==> config.mk <==
export PLATFORM = sky130hd
export DESIGN_NAME = if_id_buffer_flat
export DESIGN_NICKNAME = d
export VERILOG_FILES = /design/src/rtl/if_id_buffer_if.sv /design/src/rtl/if_id_buffer.sv /design/src/flat_wrapper.sv
export SDC_FILE = /design/constraint.sdc
export NUM_CORES = 1
export LEC_CHECK = 0
export CAP_MARGIN = 20
export CORE_ASPECT_RATIO = 0.7
export CORE_MARGIN = 1
export CORE_UTILIZATION = 46
export DETAILED_ROUTE_END_ITERATION = 6
export PLACE_DENSITY = 0.89
export SLEW_MARGIN = 20
export SYNTH_ARGS = -nofsm -noshare
export SYNTH_HDL_FRONTEND = slang
export SYNTH_SLANG_ARGS = --single-unit
==> constraint.sdc <==
create_clock -name i_clock -period 6.7 [get_ports i_clock]
set_input_delay 2.01 -clock i_clock [delete_from_list [all_inputs] [get_ports i_clock]]
set_output_delay 2.01 -clock i_clock [all_outputs]
set_load 0.05 [all_outputs]
==> src/rtl/if_id_buffer_if.sv <==
// ---------------------------------------------------------------------------
// if_id_buffer_if
//   Bundles the fetch-side push port and the decode-side pop port of the
//   IF/ID decoupling buffer.
//
//   Handshake (both sides): a transfer happens on a rising edge when the
//   producer's valid and the consumer's ready are both high and i_flush is low.
//   Fetch must hold i_address/i_instruccion stable while o_ready is low.
//
//   Signals
//     i_valid, i_address, i_instruccion  fetch -> buffer  (push side)
//     o_ready                            buffer -> fetch  (low = stall PC)
//     i_flush                            branch unit -> buffer (drop all)
//     o_valid, o_address, o_instruccion  buffer -> decode (head entry)
//     i_ready                            decode -> buffer (consume head)
//     o_count                            buffer occupancy
//
//   Modports
//     slave  : the buffer itself
//     master : the environment driving fetch/decode/flush
// ---------------------------------------------------------------------------
interface if_id_buffer_if #(
  parameter int DEPTH = 2
);
  localparam int CW = $clog2(DEPTH) + 1;

  logic          i_valid;
  logic [31:0]   i_address;
  logic [31:0]   i_instruccion;
  logic          o_ready;
  logic          i_flush;
  logic          o_valid;
  logic [31:0]   o_address;
  logic [31:0]   o_instruccion;
  logic          i_ready;
  logic [CW-1:0] o_count;

  modport slave (
    input  i_valid, i_address, i_instruccion, i_flush, i_ready,
    output o_ready, o_valid, o_address, o_instruccion, o_count
  );

  modport master (
    output i_valid, i_address, i_instruccion, i_flush, i_ready,
    input  o_ready, o_valid, o_address, o_instruccion, o_count
  );
endinterface

==> src/rtl/if_id_buffer.sv <==
// ---------------------------------------------------------------------------
// if_id_buffer
//   Small first-word-fall-through FIFO between instruction fetch and decode.
//   Each accepted {address, instruction} pair is stored in a DEPTH-entry
//   circular array; the oldest entry is presented to decode combinationally.
//   When empty the decode side sees o_valid=0, o_address=0 and a NOP.
//   A flush (taken branch) empties the buffer and drops that cycle's fetch.
//
//   Ports
//     i_clock  rising-edge clock
//     i_reset  asynchronous active-low reset
//     bus      if_id_buffer_if.slave (fetch push port, decode pop port,
//              flush, occupancy)
//
//   Parameters
//     DEPTH  number of entries, 2 or 4
//     NOP    word shown on o_instruccion when empty (addi x0,x0,0)
// ---------------------------------------------------------------------------
module if_id_buffer #(
  parameter int          DEPTH = 2,
  parameter logic [31:0] NOP   = 32'h0000_0013
) (
  input  logic           i_clock,
  input  logic           i_reset,
  if_id_buffer_if.slave  bus
);

  localparam int PW = $clog2(DEPTH);
  localparam int CW = PW + 1;

  logic [31:0]   addr_mem  [DEPTH];
  logic [31:0]   instr_mem [DEPTH];
  logic [PW-1:0] rd_ptr;
  logic [PW-1:0] wr_ptr;
  logic [CW-1:0] count;

  logic ready;
  logic not_empty;
  logic push;
  logic pop;

  // Ready depends on occupancy only: a pop while full does not free a slot
  // until the following cycle, which keeps o_ready off the decode path.
  assign ready     = (count < CW'(DEPTH));
  assign not_empty = (count != '0);
  assign push      = bus.i_valid & ready     & ~bus.i_flush;
  assign pop       = not_empty   & bus.i_ready & ~bus.i_flush;

  // Pointers and occupancy; flush outranks any push/pop in the same cycle.
  always_ff @(posedge i_clock or negedge i_reset) begin
    if (!i_reset) begin
      rd_ptr <= '0;
      wr_ptr <= '0;
      count  <= '0;
    end else if (bus.i_flush) begin
      rd_ptr <= '0;
      wr_ptr <= '0;
      count  <= '0;
    end else begin
      if (push) wr_ptr <= wr_ptr + PW'(1);
      if (pop)  rd_ptr <= rd_ptr + PW'(1);
      case ({push, pop})
        2'b10:   count <= count + CW'(1);
        2'b01:   count <= count - CW'(1);
        default: count <= count;
      endcase
    end
  end

  // Storage array carries no reset; empty-state outputs are masked below.
  always_ff @(posedge i_clock) begin
    if (push) begin
      addr_mem[wr_ptr]  <= bus.i_address;
      instr_mem[wr_ptr] <= bus.i_instruccion;
    end
  end

  // Head presentation.
  always_comb begin
    bus.o_ready       = ready;
    bus.o_valid       = not_empty;
    bus.o_count       = count;
    bus.o_address     = 32'h0;
    bus.o_instruccion = NOP;
    if (not_empty) begin
      bus.o_address     = addr_mem[rd_ptr];
      bus.o_instruccion = instr_mem[rd_ptr];
    end
  end

endmodule
==> src/flat_wrapper.sv <==
// flat-port wrapper written by rule: the top's interface ports become plain ports
module if_id_buffer_flat 
#(
  parameter int          DEPTH = 2,
  parameter logic [31:0] NOP   = 32'h0000_0013
)
  (i_clock, i_reset, bus_i_valid, bus_i_address, bus_i_instruccion, bus_i_flush, bus_i_ready, bus_o_ready, bus_o_valid, bus_o_address, bus_o_instruccion, bus_o_count);
  if_id_buffer_if #(.DEPTH(DEPTH)) bus_i ();
  input  logic i_clock;
  input  logic i_reset;
  input wire logic [$bits(bus_i.i_valid)-1:0] bus_i_valid;
  input wire logic [$bits(bus_i.i_address)-1:0] bus_i_address;
  input wire logic [$bits(bus_i.i_instruccion)-1:0] bus_i_instruccion;
  input wire logic [$bits(bus_i.i_flush)-1:0] bus_i_flush;
  input wire logic [$bits(bus_i.i_ready)-1:0] bus_i_ready;
  output wire logic [$bits(bus_i.o_ready)-1:0] bus_o_ready;
  output wire logic [$bits(bus_i.o_valid)-1:0] bus_o_valid;
  output wire logic [$bits(bus_i.o_address)-1:0] bus_o_address;
  output wire logic [$bits(bus_i.o_instruccion)-1:0] bus_o_instruccion;
  output wire logic [$bits(bus_i.o_count)-1:0] bus_o_count;
  assign bus_i.i_valid = bus_i_valid;
  assign bus_i.i_address = bus_i_address;
  assign bus_i.i_instruccion = bus_i_instruccion;
  assign bus_i.i_flush = bus_i_flush;
  assign bus_i.i_ready = bus_i_ready;
  assign bus_o_ready = bus_i.o_ready;
  assign bus_o_valid = bus_i.o_valid;
  assign bus_o_address = bus_i.o_address;
  assign bus_o_instruccion = bus_i.o_instruccion;
  assign bus_o_count = bus_i.o_count;
  if_id_buffer #(.DEPTH(DEPTH), .NOP(NOP)) u_core (.i_clock(i_clock), .i_reset(i_reset), .bus(bus_i));
endmodule
==> results.md <==
- RR Endpoint: u_core.instr_mem[1][14]
- Largest family of logic cells by synthesized area: multiplexers
- Synth cell count leaders: edfxtp_1 (128), mux2i_1 (65), nor2_1 (63)
- Asr flop ratio synth: 3.03%
- Top-count cell post-synth: edfxtp_1
- CTS Root Cell: clkbuf_16
- CP endpoint: bus_o_instruccion[15]
- Post-Synth XOR/XNOR Area: 0.347%
- Pwr dens: 317 nW/um^2
- Clk sinks: 132
- Crit path capture type: primary output
- Largest net degree at the start of global routing: 66
- Critical path class: reg -> out
- Area contributors post-synth: edfxtp_1 (76%), mux2i_1 (13%), nor2_1 (4.7%), dfrtp_1 (2.0%), buf_6 (1.1%)
- Ys Warns: 0
- Worst Hold Class: reg -> reg
- R2R setup slack: 4570 ps
- DRT iter0 DRCs: 170
- Synth Flop Type: edfxtp_1
- Setup violators final: 0
- Simple-Gate Fraction of Synth Area: 5.90%
- Net Count, Synth: 362
- Setup TNS: 0 ps
- Tot GR Track Use: 18.2%
- HPWL after DPL: 5930 um
- Worst-Margin Slew: 893 ps
- Total CTS buffers: 17
- Placed Cells: 567
- Die H: 89.6 um
- Vias: 2,893
- Worst-path fanout max: 38
- Most area-hungry cell type in the Yosys netlist: edfxtp_1
- Syn Area/Cell: 17.2 um^2
- Status: complete, no violations
- Net count, final: 508
- Final Non-Filler Cells: 600
- Critical path origin: u_core.bus.o_count[0]
- Post-DRT Antenna Nets: 0
- Layout cells sized above 1: 8.63%
- IO buf count: 136
- Reg2Reg Depth: 3
- Clock Latency Late Sink: 410 ps
- H-tree depth: 4
- Mapped Cells: 293
- CTS tree: done
- Post-synthesis cell type count: 19
- RR Startpoint: u_core.bus.o_count[1]
- Io pins: 137
- Register bit total from synthesis: 132
- N_diodes: 0
- Max cap viols: 0
- Initial Util: 48.0%
- Final Max Slew Viols: 0
- Synth top area share: 76.2%
- Worst slew margin: 40.5%
- Row count: 31
- Die X: 127 um
- Complex-gate fraction of the synthesized area: 0.546%
- Post-CTS Repair Setup Buffers: 0
- Crit start category: flip-flop
- Post-synth EDFFs: 128
- Drt first pass iters: 4
- Sequential share of the synthesized area: 78.2%
- Hold Slack: 634 ps
- Multiplexer share of the synthesized area: 12.9%
- Fmax: 210 MHz
- Initial antenna violation count: 0
- Post-CTS resize count: 0
- Mapped Area: 5040 um^2
- Crit path DAT: 2740 ps
- Skew final: 8.12 ps
- Final hold violations: 0
- Drt wl/cell: 16.3 um
- DRC: 0
- Vias in the first global route: 2,947
- Routability cong.: 0.723
- Leak pwr: 2.40 nW
- Final worst path period need: 4750 ps
- Clock slew at reported path FFs: 60 ps
- Vias per cell: 4.82
- First-pass GRT wire length: 15,000 um
- Core ar.: 10,500 um^2
- Max clock buf depth: 2
- Adder-cell share of the synthesized area: 0%
- Maximum VDD drop: 255 uV
- Full die area: 11,400 um^2
- RSZ-0062 raised after global routing: no
- Grt total ovfl: 0
- Period utilization: 71.0%
- CP required: 4690 ps
- Post-Route WL: 9770 um
- Syn-to-layout area delta: 42.6%
- Hold buffer count at CTS: 0
power by group:
group          switching [W]  internal [W]
registers          0.0000196      0.000946
logic               0.000214      0.000132
clock network       0.000332      0.000634
layout make-up:
type	count	area [um^2]
repair buffers	140	1400
well taps	148	185
multi-input cells	146	1020
fillers	727	3320
clock inverters	12	180
clock buffers	20	447
inverters	2	7.51
flip-flops and latches	132	3950
per-stage QoR:
stage,util (%),total power [W],area [um^2],setup slack (ps)
global route,68.4,0.00235,7190,1760
detailed placement,62.3,0.00133,6550,2280
CTS,68.2,0.00230,7170,1820
global placement,62.3,0.00132,6550,2300
finish,68.4,0.00228,7190,1950
floorplan,-,0.00120,5050,1570
critical path, stage by stage (launching register included):
cell	delay, ps
dfrtp_1	460
nor2_4	510
buf_4	490
nor2_1	150
clkdlybuf4s50_1	720
worst min path at each step:
stage,from,endpoint,depth (start not counted)
2_1_floorplan,u_core.wr_ptr,u_core.wr_ptr,2
3_3_place_gp,u_core.wr_ptr,u_core.wr_ptr,2
3_5_place_dp,u_core.wr_ptr,u_core.wr_ptr,2
4_1_cts,u_core.wr_ptr,u_core.wr_ptr,2
5_1_grt,u_core.wr_ptr,u_core.wr_ptr,2
6_report,u_core.wr_ptr,u_core.wr_ptr,2
cells by family after synthesis:
| logic type | Yosys count |
|---|---|
| xor gates and xnor gates | 2 |
| AOI/OAI and AO/OA | 5 |
| DFF | 132 |
| muxes | 65 |
| buffers and inverters | 15 |
| and+or+nand+nor | 74 |
sequential cells by signal, summed over array words and instances, names as in the netlist:
signal	cells
u_core.instr_mem	64
u_core.wr_ptr	1
u_core.bus.o_count	2
u_core.addr_mem	64
u_core.rd_ptr	1
layout by cell type, fill, tap and decap left out, types with 2 or more instances in the layout:
master           instances
clkdlybuf4s50_1        136
edfxtp_1               128
mux2i_1                 65
nor2_1                  63
clkbuf_16               17
nand2_1                  4
bufinv_16                4
clkinv_4                 3
buf_4                    3
dfrtp_1                  3
inv_1                    2
nor2b_1                  2
a21oi_1                  2
o21ai_0                  2
xor2_1                   2
clkbuf_1                 2
clkinv_2                 2
clkinvlp_4               2
metal layers:
layer	global-route usage, %	vias to the layer above	share of wire, %
li1	-	1383	-
met1	22.3	1392	45
met2	29.8	110	47
met3	6.87	8	7.0
met4	7.14	0	0.97
met5	0	-	0
Note: power is estimated with default switching activity, not from simulation.
